[src/rtl/trig_pkg.sv]
// Shared sizing, per-channel state encoding and coax line levels for the
// detector-side coax trigger transmitter.
package trig_pkg;
  localparam int NCHAN = 16;
  localparam int CNTW  = 32;
  localparam int TW    = 8;
  localparam int SELW  = $clog2(NCHAN);

  // The trigger board inverts its inputs: an idle line sits high.
  localparam logic COAX_IDLE = 1'b1;

  typedef enum logic [1:0] {
    IDLE  = 2'd0,
    PULSE = 2'd1,
    HOLD  = 2'd2
  } chan_state_t;
endpackage

[src/rtl/coax_trig_tx_if.sv]
// Slow-control snapshot port: 4-phase req/ack with a channel select and the
// captured counter value.
interface coax_trig_tx_if;
  import trig_pkg::*;

  logic            snap_req;
  logic [SELW-1:0] count_sel;
  logic            snap_ack;
  logic [CNTW-1:0] count_out;

  modport master (output snap_req, count_sel, input snap_ack, count_out);
  modport slave  (input snap_req, count_sel, output snap_ack, count_out);
endinterface

[src/rtl/coax_tx_chan.sv]
// One coax channel: IDLE/PULSE/HOLD sequencer with a shared width/holdoff
// down-counter and a saturating fired-pulse counter.
module coax_tx_chan
  import trig_pkg::*;
(
  input  logic            clk_adc,
  input  logic            reset,
  input  logic            fire_req,
  input  logic            clear,
  input  logic [TW-1:0]   pulse_width,
  input  logic [TW-1:0]   holdoff,
  output logic            coax,
  output logic            busy,
  output logic            dropped,
  output logic [CNTW-1:0] cnt
);
  chan_state_t     state_reg, state_next;
  logic [TW-1:0]   tmr_reg, tmr_next;
  logic [TW-1:0]   hlat_reg, hlat_next;
  logic [CNTW-1:0] cnt_reg;
  logic            coax_reg;
  logic            busy_reg;
  logic            fire;

  always_comb begin
    state_next = state_reg;
    tmr_next   = tmr_reg;
    hlat_next  = hlat_reg;
    fire       = 1'b0;
    case (state_reg)
      IDLE: begin
        if (fire_req) begin
          // Width and holdoff are frozen here so a pulse in flight ignores later edits.
          state_next = PULSE;
          tmr_next   = (pulse_width == '0) ? TW'(1) : pulse_width;
          hlat_next  = holdoff;
          fire       = 1'b1;
        end
      end
      PULSE: begin
        if (tmr_reg <= TW'(1)) begin
          if (hlat_reg != '0) begin
            state_next = HOLD;
            tmr_next   = hlat_reg;
          end else begin
            state_next = IDLE;
            tmr_next   = '0;
          end
        end else begin
          tmr_next = tmr_reg - TW'(1);
        end
      end
      HOLD: begin
        if (tmr_reg <= TW'(1)) begin
          state_next = IDLE;
          tmr_next   = '0;
        end else begin
          tmr_next = tmr_reg - TW'(1);
        end
      end
      default: begin
        state_next = IDLE;
        tmr_next   = '0;
      end
    endcase
  end

  assign dropped = fire_req && (state_reg != IDLE);

  always_ff @(posedge clk_adc) begin
    if (reset) begin
      state_reg <= IDLE;
      tmr_reg   <= '0;
      hlat_reg  <= '0;
      cnt_reg   <= '0;
      coax_reg  <= COAX_IDLE;
      busy_reg  <= 1'b0;
    end else begin
      state_reg <= state_next;
      tmr_reg   <= tmr_next;
      hlat_reg  <= hlat_next;
      coax_reg  <= (state_next == PULSE) ? ~COAX_IDLE : COAX_IDLE;
      busy_reg  <= (state_next != IDLE);
      if (clear)
        cnt_reg <= '0;
      else if (fire && (cnt_reg != '1))
        cnt_reg <= cnt_reg + CNTW'(1);
    end
  end

  assign coax = coax_reg;
  assign busy = busy_reg;
  assign cnt  = cnt_reg;
endmodule

[src/rtl/coax_trig_tx.sv]
// Coax trigger transmitter top: edge detect, NCHAN channel instances,
// saturating drop tally and the 4-phase counter snapshot port.
module coax_trig_tx
  import trig_pkg::*;
(
  input  logic             clk_adc,
  input  logic             reset,
  input  logic [NCHAN-1:0] hit_in,
  input  logic [NCHAN-1:0] chan_enable,
  input  logic             test_fire,
  input  logic [TW-1:0]    pulse_width,
  input  logic [TW-1:0]    holdoff,
  output logic [NCHAN-1:0] coax_out,
  output logic [NCHAN-1:0] busy,
  input  logic             clear_counts,
  coax_trig_tx_if.slave    snap,
  output logic [CNTW-1:0]  drop_count
);
  localparam int POPW = $clog2(NCHAN + 1);

  logic [NCHAN-1:0] hit_d_reg;
  logic [NCHAN-1:0] fire_req;
  logic [NCHAN-1:0] dropped;
  logic [CNTW-1:0]  cnt_arr [NCHAN];
  logic [POPW-1:0]  drop_pop;
  logic [CNTW:0]    drop_sum;
  logic [CNTW-1:0]  drop_count_reg;
  logic             snap_ack_reg;
  logic [CNTW-1:0]  count_out_reg;

  // A level held high fires once; test_fire hits every enabled channel.
  assign fire_req = chan_enable & ((hit_in & ~hit_d_reg) | {NCHAN{test_fire}});

  generate
    for (genvar gi = 0; gi < NCHAN; gi++) begin : g_chan
      coax_tx_chan u_chan (
        .clk_adc     (clk_adc),
        .reset       (reset),
        .fire_req    (fire_req[gi]),
        .clear       (clear_counts),
        .pulse_width (pulse_width),
        .holdoff     (holdoff),
        .coax        (coax_out[gi]),
        .busy        (busy[gi]),
        .dropped     (dropped[gi]),
        .cnt         (cnt_arr[gi])
      );
    end
  endgenerate

  always_comb begin
    drop_pop = '0;
    for (int i = 0; i < NCHAN; i++)
      drop_pop = drop_pop + POPW'(dropped[i]);
  end

  assign drop_sum = {1'b0, drop_count_reg} + {{(CNTW + 1 - POPW){1'b0}}, drop_pop};

  always_ff @(posedge clk_adc) begin
    if (reset) begin
      hit_d_reg      <= '0;
      drop_count_reg <= '0;
    end else begin
      hit_d_reg <= hit_in;
      if (clear_counts)
        drop_count_reg <= '0;
      else if (drop_sum[CNTW])
        drop_count_reg <= '1;
      else
        drop_count_reg <= drop_sum[CNTW-1:0];
    end
  end

  // Capture only on a fresh request; select changes while acked are ignored.
  always_ff @(posedge clk_adc) begin
    if (reset) begin
      snap_ack_reg  <= 1'b0;
      count_out_reg <= '0;
    end else if (snap.snap_req && !snap_ack_reg) begin
      snap_ack_reg  <= 1'b1;
      count_out_reg <= cnt_arr[snap.count_sel];
    end else if (!snap.snap_req && snap_ack_reg) begin
      snap_ack_reg <= 1'b0;
    end
  end

  assign snap.snap_ack  = snap_ack_reg;
  assign snap.count_out = count_out_reg;
  assign drop_count     = drop_count_reg;
endmodule

[src/flat_wrapper.sv]
// flat-port wrapper written by rule: the top's interface ports become plain ports
module coax_trig_tx_flat import trig_pkg::*;
  (clk_adc, reset, hit_in, chan_enable, test_fire, pulse_width, holdoff, coax_out, busy, clear_counts, drop_count, snap_snap_req, snap_count_sel, snap_snap_ack, snap_count_out);
  coax_trig_tx_if snap_i ();
  input  logic clk_adc;
  input  logic reset;
  input  logic [NCHAN-1:0] hit_in;
  input  logic [NCHAN-1:0] chan_enable;
  input  logic test_fire;
  input  logic [TW-1:0] pulse_width;
  input  logic [TW-1:0] holdoff;
  output logic [NCHAN-1:0] coax_out;
  output logic [NCHAN-1:0] busy;
  input  logic clear_counts;
  output logic [CNTW-1:0] drop_count;
  input wire logic [$bits(snap_i.snap_req)-1:0] snap_snap_req;
  input wire logic [$bits(snap_i.count_sel)-1:0] snap_count_sel;
  output wire logic [$bits(snap_i.snap_ack)-1:0] snap_snap_ack;
  output wire logic [$bits(snap_i.count_out)-1:0] snap_count_out;
  assign snap_i.snap_req = snap_snap_req;
  assign snap_i.count_sel = snap_count_sel;
  assign snap_snap_ack = snap_i.snap_ack;
  assign snap_count_out = snap_i.count_out;
  coax_trig_tx u_core (.clk_adc(clk_adc), .reset(reset), .hit_in(hit_in), .chan_enable(chan_enable), .test_fire(test_fire), .pulse_width(pulse_width), .holdoff(holdoff), .coax_out(coax_out), .busy(busy), .clear_counts(clear_counts), .snap(snap_i), .drop_count(drop_count));
endmodule
[config.mk]
export PLATFORM = sky130hd
export DESIGN_NAME = coax_trig_tx_flat
export DESIGN_NICKNAME = d
export VERILOG_FILES = /design/src/rtl/trig_pkg.sv /design/src/rtl/coax_trig_tx_if.sv /design/src/rtl/coax_tx_chan.sv /design/src/rtl/coax_trig_tx.sv /design/src/flat_wrapper.sv
export SDC_FILE = /design/constraint.sdc
export NUM_CORES = 2
export LEC_CHECK = 0
export BUFFER_PORTS_ARGS = -buffer_cell sky130_fd_sc_hd__buf_2
export CORE_MARGIN = 5
export CORE_UTILIZATION = 40
export CTS_CLUSTER_DIAMETER = 30
export DETAILED_ROUTE_END_ITERATION = 16
export GPL_ROUTABILITY_DRIVEN = 0
export HOLD_SLACK_MARGIN = 0.1
export PLACE_DENSITY = 0.65
export RECOVER_POWER = 25
export SETUP_SLACK_MARGIN = 0.3
export SYNTH_ARGS = -nofsm -noshare
export SYNTH_HDL_FRONTEND = slang
export SYNTH_SLANG_ARGS = --single-unit
[constraint.sdc]
create_clock -name clk_adc -period 13.7 [get_ports clk_adc]
set_clock_uncertainty 0.05 [all_clocks]
set_input_delay 4.11 -clock clk_adc [delete_from_list [all_inputs] [get_ports clk_adc]]
set_output_delay 4.11 -clock clk_adc [all_outputs]
set_load 0.02 [all_outputs]
# After elaboration in Yosys (flattened, before gate mapping)
# Index checks and enable logic that the tools add are counted.
op_classes:
  add_sub_neg: 48
  eq_ne: 80
  n_mux: 215
  bitwise_logic: 5
  n_lt_le_gt_ge: 17
  reduce_logical: 119
ops:
  columns: ["operator", "n"]
  rows:
  - ["8-bit 2-to-1 mux", 65]
  - ["32-bit by 1-bit adder with 32-bit output, second input constant", 16]
  - ["32-bit inequality test, second input constant", 16]
  - ["8-bit case mux with 3 select lines", 16]
  - ["32-bit binary-select mux with 4-bit select", 1]
  - ["8-bit by 1-bit less-or-equal comparator with 1-bit output, second input constant", 16]
  - ["2-bit 2-to-1 mux", 64]
  - ["8-bit nonzero test", 16]
  - ["8-bit by 1-bit subtractor with 8-bit output, second input constant", 16]
  - ["32-bit 2-to-1 mux", 3]
  - ["2-bit case mux with 3 select lines", 16]
  - ["5-bit by 1-bit adder with 5-bit output", 14]
  - ["2-bit nonzero test", 33]
  - ["2-bit by 1-bit == test with 1-bit output, second input constant", 32]
  - ["1-bit 2-to-1 mux", 50]
  - ["1-bit logical AND", 34]
  - ["32-bit by 5-bit adder with 33-bit output", 1]
  - ["16-bit bitwise AND", 2]
  - ["2-bit == test, second input constant", 16]
  - ["2-bit zero test", 16]
  - ["2-bit by 1-bit inequality test with 1-bit output, second input constant", 16]
  - ["2-bit AND reduction", 16]
  - ["16-bit inverter", 1]
  - ["16-bit OR", 1]
  - ["6 further kinds", 7]
totals:
  output_inout_bits: 97
  reg_bits: 913
  wordCells: 584

# Logic depth before layout (Yosys ltp)
logic_depth:
  depth_word: 22
  depth_mapped: 26

# Hierarchy
# A second synthesis with hierarchy kept.
hier_totals:
  hier_cells: 6147
  area_unflattened_um2: 50961.4
modules_own_cells:
  columns: ["module", "cells_per_inst", "n_inst", "area_each_um2"]
  rows:
  - ["coax_tx_chan at u_core.g_chan[0].u_chan ...", 342, 15, 2721.4]
  - ["coax_trig_tx", 682, 1, 7402.1]
  - ["coax_tx_chan at u_core.g_chan[9].u_chan", 335, 1, 2738.9]

# Worst setup path after synthesis
# Ideal clock, no wire load.
synth_timing:
  path_kind: "in2reg"
  startpoint: "in test_fire"
  endpoint: "reg u_core.drop_count_reg[18] (netlist: u_core.drop_count[18])"
  setup_time_ns: 0.070
  path_slack_ns: 3.489
  stages: 23
  n_path_buf: 5
  t_arrival_ns: 10.090
  cell_sequence: "buf_2 > buf_2 > clkbuf_1 > o21ai_0 > nor2_1 > ha_1 > inv_1 > fa_1 > fa_1 > fa_1 > inv_1 > fa_1 > fa_1 > inv_1 > fa_1 > fa_1 > nor2b_1 > o31a_1 > o211ai_1 > or3_1 > buf_2 > buf_1 > a21oi_1"
synth_via:
  elab_chain_len: 20
synth_lines:
  columns: ["element", "line_no", "source"]
  rows:
  - ["start, declared", "flat_wrapper.sv:9", "input logic test_fire;"]
  - ["16-bit OR (*)", "coax_trig_tx.sv:32", "assign fire_req = chan_enable & ((hit_in & ~hit_d_reg) | {NCHAN{test_fire}});"]
  - ["16-bit bitwise AND (*)", "coax_trig_tx.sv:32", null]
  - ["1-bit logical AND", "coax_tx_chan.sv:68", "assign dropped = fire_req && (state_reg != IDLE);"]
  - ["1-bit by 1-bit adder with 2-bit output", "coax_trig_tx.sv:54", "drop_pop = drop_pop + POPW'(dropped[i]);"]
  - ["5-bit by 1-bit adder with 5-bit output (13 in series)", "coax_trig_tx.sv:54", null]
  - ["5-bit by 1-bit adder with 5-bit output (*)", "coax_trig_tx.sv:54", null]
  - ["32-bit by 5-bit adder with 33-bit output (*)", "coax_trig_tx.sv:57", "assign drop_sum = {1'b0, drop_count_reg} + {{(CNTW + 1 - POPW){1'b0}}, drop_pop};"]
  - ["32-bit 2-to-1 mux (*)", "coax_trig_tx.sv:67", "else if (drop_sum[CNTW])"]
  - ["end signal, assigned", "coax_trig_tx.sv:70", "drop_count_reg <= drop_sum[CNTW-1:0];"]
  - ["end, declared", "coax_trig_tx.sv:27", "logic [CNTW-1:0] drop_count_reg;"]
# Mark *: on every way between the ends. The rest lies on a longest branch, timed or not.
# A chain may end at the register's enable or synchronous reset.

==> flow_summary.json <==
{
  "setup_tns_ns": 0,
  "ys.flop_type": "dfxtp_1",
  "nets": 6403,
  "cpMostUsedCell": "clkbuf_1",
  "async_reset_ff_frac": 0,
  "wirelength_mm": 175,
  "finalSetupViolCount": 0,
  "max-slew-margin-rel": -1.58,
  "drtPass1Iterations": 6,
  "fmax_mhz": 85.3,
  "synth_area_per_cell_sq_um": 8.19,
  "drv_slew": 385,
  "ctsHoldBuffers": 0,
  "grt_pass1_wl_mm": 270,
  "yosys.cell_types.count": 94,
  "cts_tree": "done",
  "yosysSeqAreaShare": 0.355,
  "cts_root_buffer": "clkbuf_16",
  "drv_cap": 7,
  "start_util": 0.403,
  "grt_max_degree": 169,
  "violations": "max-capacitance violations, max-slew violations",
  "critPathLaunch": "reset",
  "timing.hold.ws_ns": 0.417,
  "grtUsageTotal": 0.245,
  "sw_frac_of_total": 0.285,
  "antenna_found_initial": 9,
  "crit_family": "buffers and inverters",
  "ys_ff_latch": 913,
  "critical_path_arrival_ns": 12.19,
  "status": "finished, violations left",
  "largest_reg_flops": 512,
  "areaGrowthSynthToFinish_pct": 18.9,
  "finalCritPeriodShare": 0.856,
  "end_kind": "flip-flop",
  "worstHoldStart": "u_core.g_chan[0].u_chan.hlat_reg[0]",
  "p_int_mw": 7.18,
  "start_kind": "input port",
  "viasPerCell": 6.31,
  "clk_path_buf_depth": 3,
  "p_seq_frac": 0.299,
  "hold_depth": 2,
  "post-cts-setup-buffers": 0,
  "path_buf_inv": 4,
  "numCtsBuffers": 224,
  "crit_required_ns": 14.17,
  "clock-sinks": 913,
  "grt.overflow.total": 0,
  "antenna_left": 0,
  "die_area_sq_mm": 0.136,
  "synth_area_sq_mm": 0.0515,
  "syn_inst": 6283,
  "port_buffers": 153,
  "hold_class": "flip-flop to flip-flop",
  "path_max_fanout": 77,
  "min_to": "u_core.g_chan[0].u_chan.hlat_reg[0]",
  "die_w_um": 369,
  "dp_hpwl_mm": 120,
  "r2r_cells": 19,
  "ctsResizeCount": 0,
  "post-route-util": 0.479,
  "clock_latency_ns": 0.86,
  "p_comb_frac": 0.137,
  "num_rows": 131,
  "synth-edff-count": 0,
  "route.detailed.drc": 0,
  "crit_slowest_cell": "clkbuf_1",
  "syn_nets": 6410,
  "drive_gt1_frac": 0.129,
  "h-tree-depth": 4,
  "r2r-start": "u_core.hit_d_reg[1]",
  "avgRoutedWirePerCell_um": 21.5,
  "core_area_sq_mm": 0.128,
  "ff2ff_setup_slack_ns": 6.26,
  "io_pins": 154,
  "p_switching_mw": 2.87,
  "peakVddDrop_uv": 116,
  "path_cells": "clkbuf_1 > clkbuf_1 > clkbuf_1 > buf_4 > nor2_1 > o21ai_0 > a21o_1 > o21ai_0",
  "clkPwrFrac": 0.564,
  "die_h_um": 369,
  "yosysWarnings": 0,
  "worst_r2r_endpoint": "u_core.drop_count[6]",
  "path_class": "input port to flip-flop",
  "vias": 51400,
  "cp_slowest_stage_delay_ns": 2.81,
  "p_leak_nw": 20.3,
  "power_density_mw_per_mm2": 164,
  "hold_viol": 0,
  "grt_setup_unrepaired": "no",
  "grt_pass1_vias": 46600,
  "cts.reportedPaths.clkPinSlew_ns": 0.05,
  "worst_pin_slew_ns": 3.88,
  "drt_iter0_drc": 6463,
  "finalCriticalPeriod_ns": 11.72
}
Yosys cell counts, types with 16 or more instances:
cell	count	area (sq um)
o211ai_1	47	353
nor3_1	128	641
buf_4	32	240
nand2b_1	18	113
o211a_1	20	200
inv_1	175	657
mux4_2	128	2880
o21ai_0	343	1720
nor4_1	112	701
xor2_1	51	447
a211oi_1	29	218
and4_1	70	613
nand4_1	149	932
o31ai_1	153	1150
buf_2	16	80.1
or4_1	194	1460
nand3_1	237	1190
a31oi_1	64	400
a21o_1	26	195
dfxtp_1	913	18300
a22oi_1	72	541
o41ai_1	17	149
a2111oi_0	26	228
a221oi_1	16	140
buf_1	32	120
or3_1	275	1720
o2111ai_1	24	210
mux2_2	21	236
a211o_1	21	184
clkbuf_1	372	1400
nor2b_1	55	344
nor2_1	316	1190
ha_1	59	738
nand2_1	730	2740
a21oi_1	677	3390
xnor2_1	92	806
mux2i_1	84	841
o21a_1	32	240
o22ai_1	17	106
or2_2	45	282
and3_1	73	457
nor3b_1	33	248
and2_1	30	188
worst max path at each step:
stage | to | slack (ns) | cells past startpoint
floorplan | u_core.drop_count[18] | 3.49 | 23
global placement | u_core.drop_count[1] | 2.37 | 18
detailed placement | u_core.drop_count[6] | 2.22 | 18
CTS | u_core.drop_count[6] | 3.03 | 18
global route | u_core.g_chan[6].u_chan.busy | 1.40 | 8
finish | u_core.g_chan[6].u_chan.busy | 1.98 | 8
metrics by stage:
stage	total power, mW	worst slack (ns)	area [sq um]	cells
5_1_grt	10.4	1.40	61200	8134
4_1_cts	10.1	3.03	61300	8132
2_1_floorplan	4.05	3.49	51500	6283
6_report	10.0	1.98	61200	8136
3_5_place_dp	4.39	2.22	53000	7712
3_3_place_gp	4.37	2.37	53000	7712
placed cells by master (no fill, tap or decap), drive strengths merged, types with 55 or more instances in the layout:
cell and count:
nor2b 55, nand3 237, o31ai 157, mux4 128, o21ai 348, inv 188, nor4 120, or3 275
a22oi 72, dfxtp 913, a21oi 678, buf 185, xnor2 92, nand2 730, a31oi 64, nand4 150
or4 195, ha 59, nor3 128, and4 70, mux2i 84, clkbuf 312, nor2 316, and3 73
clkinv 63
tightest hold or removal path: stages (launching register included):
cell     delay [ns]
dfxtp_1        0.31
nand2_1        0.05
a21oi_1        0.05
per-layer routing:
metal / wire, um / vias up / GRT usage
met4: 7370 / 6 / 0.106
met5: 32 / - / 0
met2: 76300 / 2501 / 0.371
met3: 16200 / 438 / 0.0550
li1: - / 23700 / -
met1: 75100 / 24700 / 0.337
power groups by stage:
stage | combinational, mW | sequential (mW) | clock, mW
2_1_floorplan | 1.09 | 2.96 | 0
3_3_place_gp | 1.33 | 3.04 | 0
3_5_place_dp | 1.35 | 3.04 | 0
4_1_cts | 1.36 | 2.99 | 5.72
5_1_grt | 1.52 | 3.02 | 5.89
6_report | 1.38 | 3.00 | 5.66
cell type report:
cell class | count | area, sq um
antenna | 4 | 10.0
clock buffer | 277 | 6160
clock inverter | 143 | 2070
fill | 12000 | 66500
inverter | 177 | 664
multi-input combinational | 4740 | 30700
sequential | 913 | 18300
tap | 1662 | 2080
timing repair buffer | 220 | 1230
cell families after synthesis:
| group | synth area share |
|---|---|
| simple gates | 0.262 |
| compound gates | 0.214 |
| flops | 0.355 |
| buf+inv | 0.0488 |
| mux | 0.0769 |
| xor+xnor | 0.0243 |
| fa+ha+maj | 0.0186 |
Power figures use the tool's default switching activity.
